<file path="config.mk">
export PLATFORM = sky130hd
export DESIGN_NAME = regfile_write_scheduler
export DESIGN_NICKNAME = d
export VERILOG_FILES = /design/src/rtl/regfile_write_scheduler_pkg.sv /design/src/rtl/wsched_fifo.sv /design/src/rtl/regfile_write_scheduler.sv
export SDC_FILE = /design/constraint.sdc
export NUM_CORES = 1
export LEC_CHECK = 0
export BUFFER_PORTS_ARGS = -buffer_cell sky130_fd_sc_hd__clkbuf_2
export CORE_MARGIN = 1.5
export CORE_UTILIZATION = 59
export DETAILED_ROUTE_END_ITERATION = 7
export MAX_ROUTING_LAYER = met4
export PLACE_DENSITY = 0.83
export SLEW_MARGIN = 40
export SYNTH_ARGS = -nofsm -noshare
export SYNTH_HDL_FRONTEND = slang
export SYNTH_SLANG_ARGS = --single-unit
</file>
<file path="constraint.sdc">
create_clock -name Clk -period 5.1 [get_ports Clk]
set_input_delay 0 -clock Clk [delete_from_list [all_inputs] [get_ports Clk]]
set_output_delay 0 -clock Clk [all_outputs]
set_load 0.02 [all_outputs]
</file>
<file path="src/rtl/regfile_write_scheduler_pkg.sv">
// Shared types and constants for the register-file write scheduler.
// The register file uses the same protected-register list.
package regfile_write_scheduler_pkg;

    // Registers that are never written: $0 is hard-wired zero, and $26/$27 are reserved.
    localparam int unsigned N_PROTECTED = 3;
    localparam logic [4:0] PROTECTED_REGS [N_PROTECTED] = '{5'd0, 5'd26, 5'd27};

    // One queued late result.
    typedef struct packed {
        logic        live;
        logic [4:0]  addr;
        logic [31:0] data;
    } lr_entry_t;

    function automatic logic is_protected(input logic [4:0] addr);
        logic hit;
        hit = 1'b0;
        for (int unsigned i = 0; i < N_PROTECTED; i++) begin
            if (addr == PROTECTED_REGS[i]) hit = 1'b1;
        end
        return hit;
    endfunction

endpackage

</file>
<file path="src/rtl/wsched_fifo.sv">
// Circular buffer of late results with in-place squash by destination address.
// Occupancy counts dead entries; they leave only through a normal pop.
module wsched_fifo
    import regfile_write_scheduler_pkg::*;
#(
    parameter int unsigned DEPTH = 4,
    localparam int unsigned AW   = $clog2(DEPTH)
) (
    input  logic            clk,
    input  logic            rst_n,
    input  logic            push,
    input  lr_entry_t       push_entry,
    input  logic            pop,
    input  logic            squash,
    input  logic [4:0]      squash_addr,
    output lr_entry_t       head,
    output logic            full,
    output logic            empty,
    output logic [AW:0]     count
);

    lr_entry_t   mem_q [DEPTH];
    lr_entry_t   mem_d [DEPTH];
    logic [AW:0] wr_ptr_q, wr_ptr_d;
    logic [AW:0] rd_ptr_q, rd_ptr_d;

    assign head  = mem_q[rd_ptr_q[AW-1:0]];
    assign count = wr_ptr_q - rd_ptr_q;
    assign empty = (wr_ptr_q == rd_ptr_q);
    assign full  = (wr_ptr_q[AW] != rd_ptr_q[AW]) && (wr_ptr_q[AW-1:0] == rd_ptr_q[AW-1:0]);

    // Next-state of storage and pointers: squash, push and pop may all occur in one cycle.
    always_comb begin
        mem_d    = mem_q;
        wr_ptr_d = wr_ptr_q;
        rd_ptr_d = rd_ptr_q;
        if (squash) begin
            for (int unsigned i = 0; i < DEPTH; i++) begin
                if (mem_q[i].live && (mem_q[i].addr == squash_addr)) mem_d[i].live = 1'b0;
            end
        end
        if (push) begin
            mem_d[wr_ptr_q[AW-1:0]] = push_entry;
            wr_ptr_d                = wr_ptr_q + 1'b1;
        end
        if (pop) rd_ptr_d = rd_ptr_q + 1'b1;
    end

    // Storage and pointer registers.
    always_ff @(posedge clk or negedge rst_n) begin
        if (!rst_n) begin
            for (int unsigned i = 0; i < DEPTH; i++) mem_q[i] <= '0;
            wr_ptr_q <= '0;
            rd_ptr_q <= '0;
        end else begin
            mem_q    <= mem_d;
            wr_ptr_q <= wr_ptr_d;
            rd_ptr_q <= rd_ptr_d;
        end
    end

endmodule

</file>
<file path="src/rtl/regfile_write_scheduler.sv">
// Arbitrates the single register-file write port between the writeback stage
// (fixed priority) and queued late results, and exports the pending-write mask.
module regfile_write_scheduler
    import regfile_write_scheduler_pkg::*;
#(
    parameter int unsigned DEPTH = 4,
    localparam int unsigned CW   = $clog2(DEPTH) + 1
) (
    input  logic          Clk,
    input  logic          Rst_n,
    input  logic          WB_Valid,
    input  logic [4:0]    WB_Addr,
    input  logic [31:0]   WB_Data,
    input  logic          LR_Valid,
    input  logic [4:0]    LR_Addr,
    input  logic [31:0]   LR_Data,
    output logic          LR_Ready,
    output logic          RegWrite,
    output logic [4:0]    WAddr,
    output logic [31:0]   WData,
    output logic [31:0]   PendingMask,
    output logic [CW-1:0] Count,
    output logic          Drop
);

    logic          reg_write_q, reg_write_d;
    logic [4:0]    waddr_q, waddr_d;
    logic [31:0]   wdata_q, wdata_d;
    logic [31:0]   pending_q, pending_d;
    logic          drop_q, drop_d;

    logic          wb_write, lr_fire, lr_prot;
    logic          fifo_push, fifo_pop, fifo_squash;
    logic          fifo_full, fifo_empty;
    logic [CW-1:0] fifo_count;
    logic [CW-1:0] live_count;
    lr_entry_t     fifo_head;
    lr_entry_t     push_entry;

    // Handshake and FIFO control derived from the current request and registered mask.
    always_comb begin
        wb_write    = WB_Valid && !is_protected(WB_Addr);
        lr_prot     = is_protected(LR_Addr);
        LR_Ready    = !fifo_full && !pending_q[LR_Addr] && !(WB_Valid && (WB_Addr == LR_Addr));
        lr_fire     = LR_Valid && LR_Ready;
        fifo_push   = lr_fire && !lr_prot;
        fifo_pop    = !wb_write && !fifo_empty;
        fifo_squash = wb_write && pending_q[WB_Addr];
        push_entry  = '{live: 1'b1, addr: LR_Addr, data: LR_Data};
    end

    wsched_fifo #(.DEPTH(DEPTH)) u_fifo (
        .clk         (Clk),
        .rst_n       (Rst_n),
        .push        (fifo_push),
        .push_entry  (push_entry),
        .pop         (fifo_pop),
        .squash      (fifo_squash),
        .squash_addr (WB_Addr),
        .head        (fifo_head),
        .full        (fifo_full),
        .empty       (fifo_empty),
        .count       (fifo_count)
    );

    // Write-port arbitration, pending-mask update and drop detection.
    always_comb begin
        reg_write_d = 1'b0;
        waddr_d     = waddr_q;
        wdata_d     = wdata_q;
        pending_d   = pending_q;
        if (wb_write) begin
            reg_write_d = 1'b1;
            waddr_d     = WB_Addr;
            wdata_d     = WB_Data;
        end else if (fifo_pop && fifo_head.live) begin
            reg_write_d = 1'b1;
            waddr_d     = fifo_head.addr;
            wdata_d     = fifo_head.data;
        end
        // A live head and a squash are never both acted on: pop needs an idle writeback.
        if (fifo_squash) pending_d[WB_Addr] = 1'b0;
        if (fifo_pop && fifo_head.live) pending_d[fifo_head.addr] = 1'b0;
        if (fifo_push) pending_d[LR_Addr] = 1'b1;
        drop_d = (WB_Valid && !wb_write) || (lr_fire && lr_prot);
    end

    // Each live queued entry owns exactly one mask bit, so the live count is its population.
    always_comb begin
        live_count = '0;
        for (int unsigned i = 0; i < 32; i++) live_count = live_count + CW'(pending_q[i]);
    end

    // Registered outputs.
    always_ff @(posedge Clk or negedge Rst_n) begin
        if (!Rst_n) begin
            reg_write_q <= 1'b0;
            waddr_q     <= '0;
            wdata_q     <= '0;
            pending_q   <= '0;
            drop_q      <= 1'b0;
        end else begin
            reg_write_q <= reg_write_d;
            waddr_q     <= waddr_d;
            wdata_q     <= wdata_d;
            pending_q   <= pending_d;
            drop_q      <= drop_d;
        end
    end

    assign RegWrite    = reg_write_q;
    assign WAddr       = waddr_q;
    assign WData       = wdata_q;
    assign PendingMask = pending_q;
    assign Count       = live_count;
    assign Drop        = drop_q;

    // Live entries can never outnumber occupied slots.
    a_live_le_occupancy: assert property (@(posedge Clk) disable iff (!Rst_n) live_count <= fifo_count);

endmodule

</file>
==> reports/metrics.cfg, run 1 <==
[run_status]
status = finished with violations
violations_in_the_final_reports = setup timing

[placed_design]
portBuffers = 152
hpwlAfterDp_mm = 18.8
placedInstanceArea_sq_um = 13100
gp_congestion = 0.950

[sta]
slew-limit-headroom_pct = 45.6
tightest_slew_ps = 816
timing.hold.ws_ps = 56.9
rsz0062_at_grt = yes
max_freq_ghz = 0.191
final.period_utilization_pct = 103
timing.final.setup_violations = 1
postLayoutSetupSlackWorst_ps = -146
period_minus_slack_ps = 5250
final.setup_skew_ps = 14.8
timing_hold_violations_final = 0
number_of_pins_exceeding_their_max_slew_limit_in_the_final_report = 0

[floorplan]
die_w_um = 147
dieHeight_um = 147
std_cell_rows = 52
initial_core_util_pct = 60.4
num_io_pins = 153
core_region_area_sq_um = 20300
dieArea_sq_um = 21600

[routing]
drc = 0
drt-initial-drc-count = 674
drt.antenna.violating_nets = 0
vias = 8654
detail_route.first_pass.iterations = 5
routed_wire_length_mm = 30.9
dr_vias_cell = 6.11
wl_per_cell_um = 21.8

[yosys]
distinct_cell_type_count_after_synthesis = 48
netlist_instances = 939
synth_top_cells_by_area = dfrtp_1 (47%), mux4_2 (8.3%), mux2_4 (8.2%)
synth_nets = 1046
yosys_warnings = 0
post_synth.cell_area_avg_sq_um = 13.0
synth_largest_area_cell = dfrtp_1
synth_seq_area_share_pct = 46.8
synth.cell_area_sq_um = 12300
asyncSetResetFlopFracSynth_pct = 100
post_synth_edffs = 0
synthDominantCellAreaShare_pct = 46.8
synthFlopType = dfrtp_1
synth_seq_cells = 229

[setup_path]
cp-end-kind = primary output
cp-start-kind = flip-flop
timing.setup.critical_path_class = reg2out
reg2reg_depth = 6
r2r_end = WData[18]$_DFFE_PN0P_
reg2reg_slack_ps = 1810
crit_required_ps = 5100
timing.critical_path.to = Count[2]
r2r_start = u_fifo.rd_ptr_q[1]$_DFFE_PN0P_
cp.arrival_ps = 5250
critPathLaunch = PendingMask[17]$_DFF_PN0_
crit_fanout = 2

[cells_and_area]
final_cell_mix = dfrtp_1 (226), clkbuf_2 (149), mux2_2 (85)
drive_gt1_share_pct = 36.9
layout.filler_cells = 1392
fin_nets = 1239
final_cell_area_sq_um = 14600
commonest_non_fill_non_tap_cell_in_the_layout = dfrtp_1
n_antenna_cell = 0
area_delta_synth_final_pct = 19.2

[global_route]
antenna_found_initial = 0
first_global_vias = 9061
first_pass_grt_wire_length_mm = 49.6
globalRouteOverflowTotal = 0
global_route.usage.total_pct = 30.2
pin_count_of_the_biggest_net_entering_global_routing = 128

[run]
cap_viol_max_count = 0

[clocking]
clkSinkCount = 229
clock_tree.buffer_depth = 3
clock_tree.htree_level_count = 1
clkSlewWorstSetupHoldPaths_ps = 60
worst_skew_pair.late_latency_ps = 540
cts_tree = built
clock-root-buffer = clkbuf_16
cts-buffers-inserted = 25

[hold_path]
kind_of_path_behind_the_tightest_hold_check = in2reg

-- logic make-up (layout without fill, tap and decap cells) --
logic type / Yosys count / after routing / synth area share [%]
muxes: 250 / 250 / 28.6
DFF: 229 / 229 / 46.8
and+or+nand+nor: 167 / 167 / 7.52
AOI/OAI and AO/OA: 119 / 119 / 5.80
buffers and inverters: 106 / 314 / 4.19
xor gates and xnor gates: 39 / 39 / 2.79
adders and majority gates: 29 / 29 / 4.31
-- synth_stat cells, drive strengths merged (3+ instances only) --
cell    number
mux2       152
inv         34
o32ai        6
o21ai       65
nor2        13
nand2       53
o31a         3
and3         3
xor2        17
buf         36
dfrtp      229
nor4        23
fa          22
mux2i       53
nand3       11
xnor2       22
or2         10
mux4        45
o31ai        7
or3          6
ha           7
nand2b      11
nor3         9
nand3b       8
a21oi        3
clkbuf      36
nor4b        4
nand4        8
o22ai       26
-- how the worst min path moves through the flow --
stage          slack [ps]               endpoint  cells past startpoint        from
6_report               60              flip-flop                      2  LR_Addr[4]
5_1_grt                70              flip-flop                      2  LR_Addr[4]
4_1_cts                20              flip-flop                      2  LR_Addr[4]
3_5_place_dp           80  WData[29]$_DFFE_PN0P_                      1       Rst_n
3_3_place_gp           80  WData[29]$_DFFE_PN0P_                      1       Rst_n
2_1_floorplan        -300         Drop$_DFF_PN0_                      0       Rst_n
-- what timing repair did --
item | 4_1_cts | 5_1_grt
gates cloned | 0 | 0
buffers inserted | 3 | 1
resized for setup | 3 | 1
hold buffers | 69 | 1
endpoints found under the setup margin | 1 | 2
endpoints found under the hold margin | 272 | 26
pin swaps | 3 | 1
-- worst max-delay path: stages (launching register included) --
cell	delay, ps
dfrtp_2	420
fa_1	530
inv_1	50
fa_1	490
inv_1	50
fa_1	490
inv_1	50
fa_1	500
fa_1	440
fa_1	500
inv_1	40
ha_1	180
fa_2	340
xnor2_1	170
xnor2_1	150
xnor2_1	140
buf_4	160
-- layout make-up --
| cell class | instances | area (sq um) | area share (%) |
|---|---|---|---|
| multi-input cells | 604 | 6010 | 41.2 |
| inverters | 34 | 128 | 0.874 |
| repair buffers | 238 | 1630 | 11.1 |
| clock inverters | 8 | 58.8 | 0.403 |
| clock buffers | 34 | 709 | 4.86 |
| flip-flops and latches | 229 | 5730 | 39.3 |
| well taps | 270 | 338 | 2.31 |
-- stage by stage --
stage                     TNS (ps)  instances  utilization, %  worst slack (ps)
after floorplan                  0        939               -               326
after global placement           0       1300            64.4               318
after detailed placement         0       1300            64.4               236
after CTS                     -199       1414            71.7              -199
after global routing          -317       1417            72.0              -317
final                         -146       1417            72.0              -146
-- routing by layer --
metal  global-route usage (%)  vias to the layer above  share of wire [%]
li1                         -                     3804                  -
met1                     39.3                     4391                 40
met2                     48.3                      375                 49
met3                     4.75                       84                6.8
met4                     11.2                        0                3.7
met5                        -                        -                  0
Power of run 1 is left out: the tool's default activity adds up to more than one toggle a clock period on the data nets, which glitch-free logic cannot reach.
==> run 2, diff against run 1 <==
--- a/config.mk
+++ b/config.mk
@@ -6,8 +6,10 @@
 export NUM_CORES = 1
 export LEC_CHECK = 0
 export BUFFER_PORTS_ARGS = -buffer_cell sky130_fd_sc_hd__clkbuf_2
+export CELL_PAD_IN_SITES_DETAIL_PLACEMENT = 1
+export CELL_PAD_IN_SITES_GLOBAL_PLACEMENT = 1
 export CORE_MARGIN = 1.5
-export CORE_UTILIZATION = 59
+export CORE_UTILIZATION = 48
 export DETAILED_ROUTE_END_ITERATION = 7
 export MAX_ROUTING_LAYER = met4
 export PLACE_DENSITY = 0.83
==> run 2 against run 1 <==
Effect of this change: the run still ends with setup timing left; non-clock buffer count fell by 3; clock skew grew 12 ps; largest cell class unchanged; hold slack got worse by 36 ps; core utilization is 13 points lower; maximum frequency fell by 0.78%; global-route usage increased by 0.73 points; sequential share of layout area fell by 0.67 points; via count grew 3.8%; flip-flop and latch count did not move; first-iteration DRC count fell by 5.5%.
==> reports/metrics.cfg, run 2 (synthesis gave the netlist of run 1 again) <==
[run_status]
status = finished with violations
violations_in_the_final_reports = setup timing

[cells_and_area]
layout.filler_cells = 2521
commonest_non_fill_non_tap_cell_in_the_layout = dfrtp_1
n_antenna_cell = 0
layout.area.seq_sq_um = 5730
fin_nets = 1237
drive_gt1_share_pct = 37.6
area_delta_synth_final_pct = 21.3
multi_input_comb_area_sq_um = 6040
final_cell_mix = dfrtp_1 (227), clkbuf_2 (148), mux2_2 (85)
fin_util_pct = 59.2

[clocking]
clock_tree.htree_level_count = 1
worst_skew_pair.late_latency_ps = 550
clock-root-buffer = clkbuf_16
cts_tree = built
clkSlewWorstSetupHoldPaths_ps = 60
clock_tree.buffer_depth = 3
clkSinkCount = 229
cts-buffers-inserted = 26

[sta]
final.period_utilization_pct = 104
number_of_pins_exceeding_their_max_slew_limit_in_the_final_report = 0
postLayoutSetupSlackWorst_ps = -188
timing_hold_violations_final = 0
rsz0062_at_grt = yes
timing.setup.tns_ps = -188
max_freq_ghz = 0.189
timing.final.setup_violations = 1
final.setup_skew_ps = 26.9
timing.hold.ws_ps = 20.8
period_minus_slack_ps = 5290
tightest_slew_ps = 828
slew-limit-headroom_pct = 44.8

[routing]
vias = 8987
drt-initial-drc-count = 637
dr_vias_cell = 6.07
drt.antenna.violating_nets = 0
detail_route.first_pass.iterations = 5
routed_wire_length_mm = 38.7
drc = 0
wl_per_cell_um = 26.2

[setup_path]
cp-start-kind = flip-flop
crit_path_max_incr_delay_ps = 560
critPathLaunch = PendingMask[17]$_DFF_PN0_
critical_path.slowest_cell = fa_1
timing.setup.critical_path_class = reg2out
critical-path-top-cell-by-count = fa_1
worstPathBufferInverterCount = 5
crit_path_cell_trace = fa_1 > inv_2 > fa_1 > inv_1 > fa_1 > inv_1 > fa_1 > fa_1 > fa_1 > inv_2 > ha_4 > fa_2 > xnor2_2 > xnor2_1 > xnor2_1 > buf_4
reg2reg_slack_ps = 1330
crit_fanout = 2
reg2reg_depth = 8
cp-end-kind = primary output
timing.critical_path.max_delay_family = adder cells
crit_required_ps = 5100
cp.arrival_ps = 5290
r2r_start = PendingMask[31]$_DFF_PN0_

[placed_design]
place_ws_ps = 179
gp_congestion = 0.938
hpwlAfterDp_mm = 22.7
portBuffers = 152

[global_route]
first_global_vias = 10200
pin_count_of_the_biggest_net_entering_global_routing = 123
first_pass_grt_wire_length_mm = 60.9
globalRouteOverflowTotal = 0
global_route.usage.total_pct = 30.9
antenna_found_initial = 0

[hold_path]
hold_start = LR_Addr[2]
kind_of_path_behind_the_tightest_hold_check = in2reg
hold-path-cell-count = 2

[floorplan]
core_region_area_sq_um = 25100
dieHeight_um = 163
dieArea_sq_um = 26500
initial_core_util_pct = 48.8
die_w_um = 163
num_io_pins = 153
std_cell_rows = 58

[run]
cap_viol_max_count = 0

-- run 2: cell count changes in the layout (fill, tap and decap cells not counted), sizes merged --
cell / before / now
clkbuf: 183 / 189
clkinv: 6 / 2
bufinv: 0 / 3
clkinvlp: 0 / 2
dlygate4sd3: 70 / 68
inv: 36 / 34
-- run 2: stage by stage --
stage / std cells / cell area, sq um
floorplan: 939 / 12300
global placement: 1360 / 13200
detailed placement: 1360 / 13200
CTS: 1478 / 14800
global route: 1480 / 14900
finish: 1480 / 14900
-- run 2: worst max-delay path by stage --
stage                to  slack [ps]  depth (start not counted)
2_1_floorplan  Count[2]         330                         15
3_5_place_dp   Count[2]         180                         16
5_1_grt        Count[2]        -370                         16
4_1_cts        Count[2]        -260                         16
3_3_place_gp   Count[2]         310                         16
6_report       Count[2]        -190                         16
-- run 2: area by class of cell --
| class | count | area share [%] |
|---|---|---|
| multi-input combinational | 604 | 40.6 |
| sequential | 229 | 38.6 |
| timing repair buffer | 235 | 10.8 |
| clock buffer | 41 | 5.50 |
| tap | 330 | 2.78 |
| inverter | 34 | 0.859 |
| clock inverter | 7 | 0.851 |
-- run 2: metal layers --
layer	track usage, %	share of wire (%)	wire (um)	vias to the layer above
met2	52.2	51	19900	382
met5	-	0	0	-
met1	37.8	40	15500	4735
met4	11.2	3.2	1230	0
li1	-	-	-	3781
met3	4.53	5.4	2100	89
-- run 2: repair_timing --
item | CTS | global route
hold endpoints to repair | 269 | 30
setup endpoints to repair | 1 | 2
pin swaps | 5 | 1
buffers inserted | 3 | 0
gates cloned | 0 | 0
gates resized for setup | 5 | 5
hold buffers | 67 | 1
Power of run 2 is left out for the same reason.
==> run 3, diff against run 2 <==
--- a/config.mk
+++ b/config.mk
@@ -13,6 +13,7 @@
 export DETAILED_ROUTE_END_ITERATION = 7
 export MAX_ROUTING_LAYER = met4
 export PLACE_DENSITY = 0.83
+export SKIP_LAST_GASP = 1
 export SLEW_MARGIN = 40
 export SYNTH_ARGS = -nofsm -noshare
 export SYNTH_HDL_FRONTEND = slang
==> run 3 against run 2 <==
Effect of this change: the flow still finishes with violations (setup timing); first-iteration DRC count is 1.1% higher; non-clock buffer count stayed put; clock skew hardly changed; core utilization hardly changed; critical path depth stayed put; hold slack better by 9.1 ps; final cell count stayed put; routed wire length is 0.20% lower; maximum frequency is 0.23% lower; clock-buffer cell count stayed put; die area stayed put; via count is 0.39% lower; largest cell class unchanged; highest routed layer unchanged.
==> reports/metrics.cfg, run 3 (synthesis gave the netlist of run 1 again) <==
[run_status]
status = finished with violations
violations_in_the_final_reports = setup timing

[cells_and_area]
fin_nets = 1237
n_antenna_cell = 0
commonest_non_fill_non_tap_cell_in_the_layout = dfrtp_1
drive_gt1_share_pct = 37.4
layout.filler_cells = 2521
area_delta_synth_final_pct = 21.2
fin_util_pct = 59.1
final_cell_area_sq_um = 14800
final_cell_mix = dfrtp_1 (227), clkbuf_2 (148), mux2_2 (85)
finish.cell_count_without_fillers = 1480

[setup_path]
crit_path_max_incr_delay_ps = 540
timing.critical_path.max_delay_family = adder cells
worstPathBufferInverterCount = 5
cp-start-kind = flip-flop
crit_path_cell_trace = fa_1 > inv_1 > fa_1 > inv_1 > fa_1 > inv_1 > fa_1 > fa_1 > fa_1 > inv_1 > ha_2 > fa_2 > xnor2_2 > xnor2_1 > xnor2_1 > buf_4
critical_path.slowest_cell = fa_1
crit_required_ps = 5100
timing.setup.critical_path_class = reg2out
cp.arrival_ps = 5300
critical-path-top-cell-by-count = fa_1
crit_fanout = 2
cp-end-kind = primary output

[sta]
slew-limit-headroom_pct = 46.0
final.setup_skew_ps = 27.2
max_freq_ghz = 0.189
period_minus_slack_ps = 5300
tightest_slew_ps = 810
rsz0062_at_grt = yes
final.period_utilization_pct = 104
timing.final.setup_violations = 1
timing_hold_violations_final = 0
timing.setup.tns_ps = -199
postLayoutSetupSlackWorst_ps = -199
number_of_pins_exceeding_their_max_slew_limit_in_the_final_report = 0

[routing]
wl_per_cell_um = 26.1
drc = 0
vias = 8952
routed_wire_length_mm = 38.6
drt-initial-drc-count = 644
dr_vias_cell = 6.05
detail_route.first_pass.iterations = 5
drt.antenna.violating_nets = 0

[clocking]
clock-root-buffer = clkbuf_16
cts_tree = built
worst_skew_pair.late_latency_ps = 550
clock_tree.buffer_depth = 3
cts-buffers-inserted = 26
clkSinkCount = 229
clkSlewWorstSetupHoldPaths_ps = 60
clock_tree.htree_level_count = 1

[global_route]
pin_count_of_the_biggest_net_entering_global_routing = 123
globalRouteOverflowTotal = 0
first_pass_grt_wire_length_mm = 60.9
first_global_vias = 10200
global_route.usage.total_pct = 30.9
antenna_found_initial = 0

[floorplan]
std_cell_rows = 58
core_region_area_sq_um = 25100
dieHeight_um = 163
num_io_pins = 153
dieArea_sq_um = 26500
die_w_um = 163
initial_core_util_pct = 48.8

[placed_design]
gp_congestion = 0.938
placedInstanceArea_sq_um = 13200
portBuffers = 152
post_place_cells = 1360
hpwlAfterDp_mm = 22.7

[hold_path]
kind_of_path_behind_the_tightest_hold_check = in2reg

[run]
cap_viol_max_count = 0

## run 3: final cells by class
class                   count  area [sq um]  area share (%)
multi-input cells         604          6030            40.6
flip-flops and latches    229          5730            38.6
repair buffers            235          1610            10.8
clock inverters             7           126           0.851
inverters                  34           128           0.860
well taps                 330           413            2.78
clock buffers              41           817            5.50
## run 3: repair_timing
item                                   in CTS  in global routing
pin swaps                                   5                  1
gates resized for setup                     4                  3
endpoints found under the hold margin     269                 30
setup buffers                               3                  0
setup endpoints to repair                   1                  2
hold buffers                               67                  1
## run 3: per-stage QoR
step | setup WS (ps) | hold WS, ps
global placement | 312 | 106
CTS | -261 | 13.8
global route | -401 | 13.7
finish | -199 | 29.9
detailed placement | 179 | 103
floorplan | 326 | -296
## run 3: worst paths after layout
check | start | endpoint | cells after the start | slack (ps)
worst max-delay path | PendingMask[17]$_DFF_PN0_ | Count[2] | 16 | -200
worst min register to register | u_fifo.rd_ptr_q[2]$_DFFE_PN0P_ | u_fifo.rd_ptr_q[2]$_DFFE_PN0P_ | 1 | 500
worst min-delay path | LR_Addr[2] | flip-flop | 2 | 30
min in group asynchronous | Rst_n | PendingMask[24]$_DFF_PN0_ | 3 | 470
worst max register to register | PendingMask[31]$_DFF_PN0_ | flip-flop | 8 | 1360
max in group asynchronous | Rst_n | asynchronous set/reset pin | 4 | 3660
## run 3: routing by layer
layer	part of all wire [%]	GRT usage, %
met2	51	52.2
met1	40	37.8
met5	0	-
met4	3.4	11.2
met3	5.4	4.53
## run 3: worst reg2reg max path, stage by stage, from the launching register on
cell,delay (ps)
dfrtp_1,480
mux4_2,550
a22o_1,260
a21oi_1,130
nor4b_4,280
and2_1,430
nand3_2,600
buf_4,530
mux2_4,360
Power of run 3 is left out for the same reason.
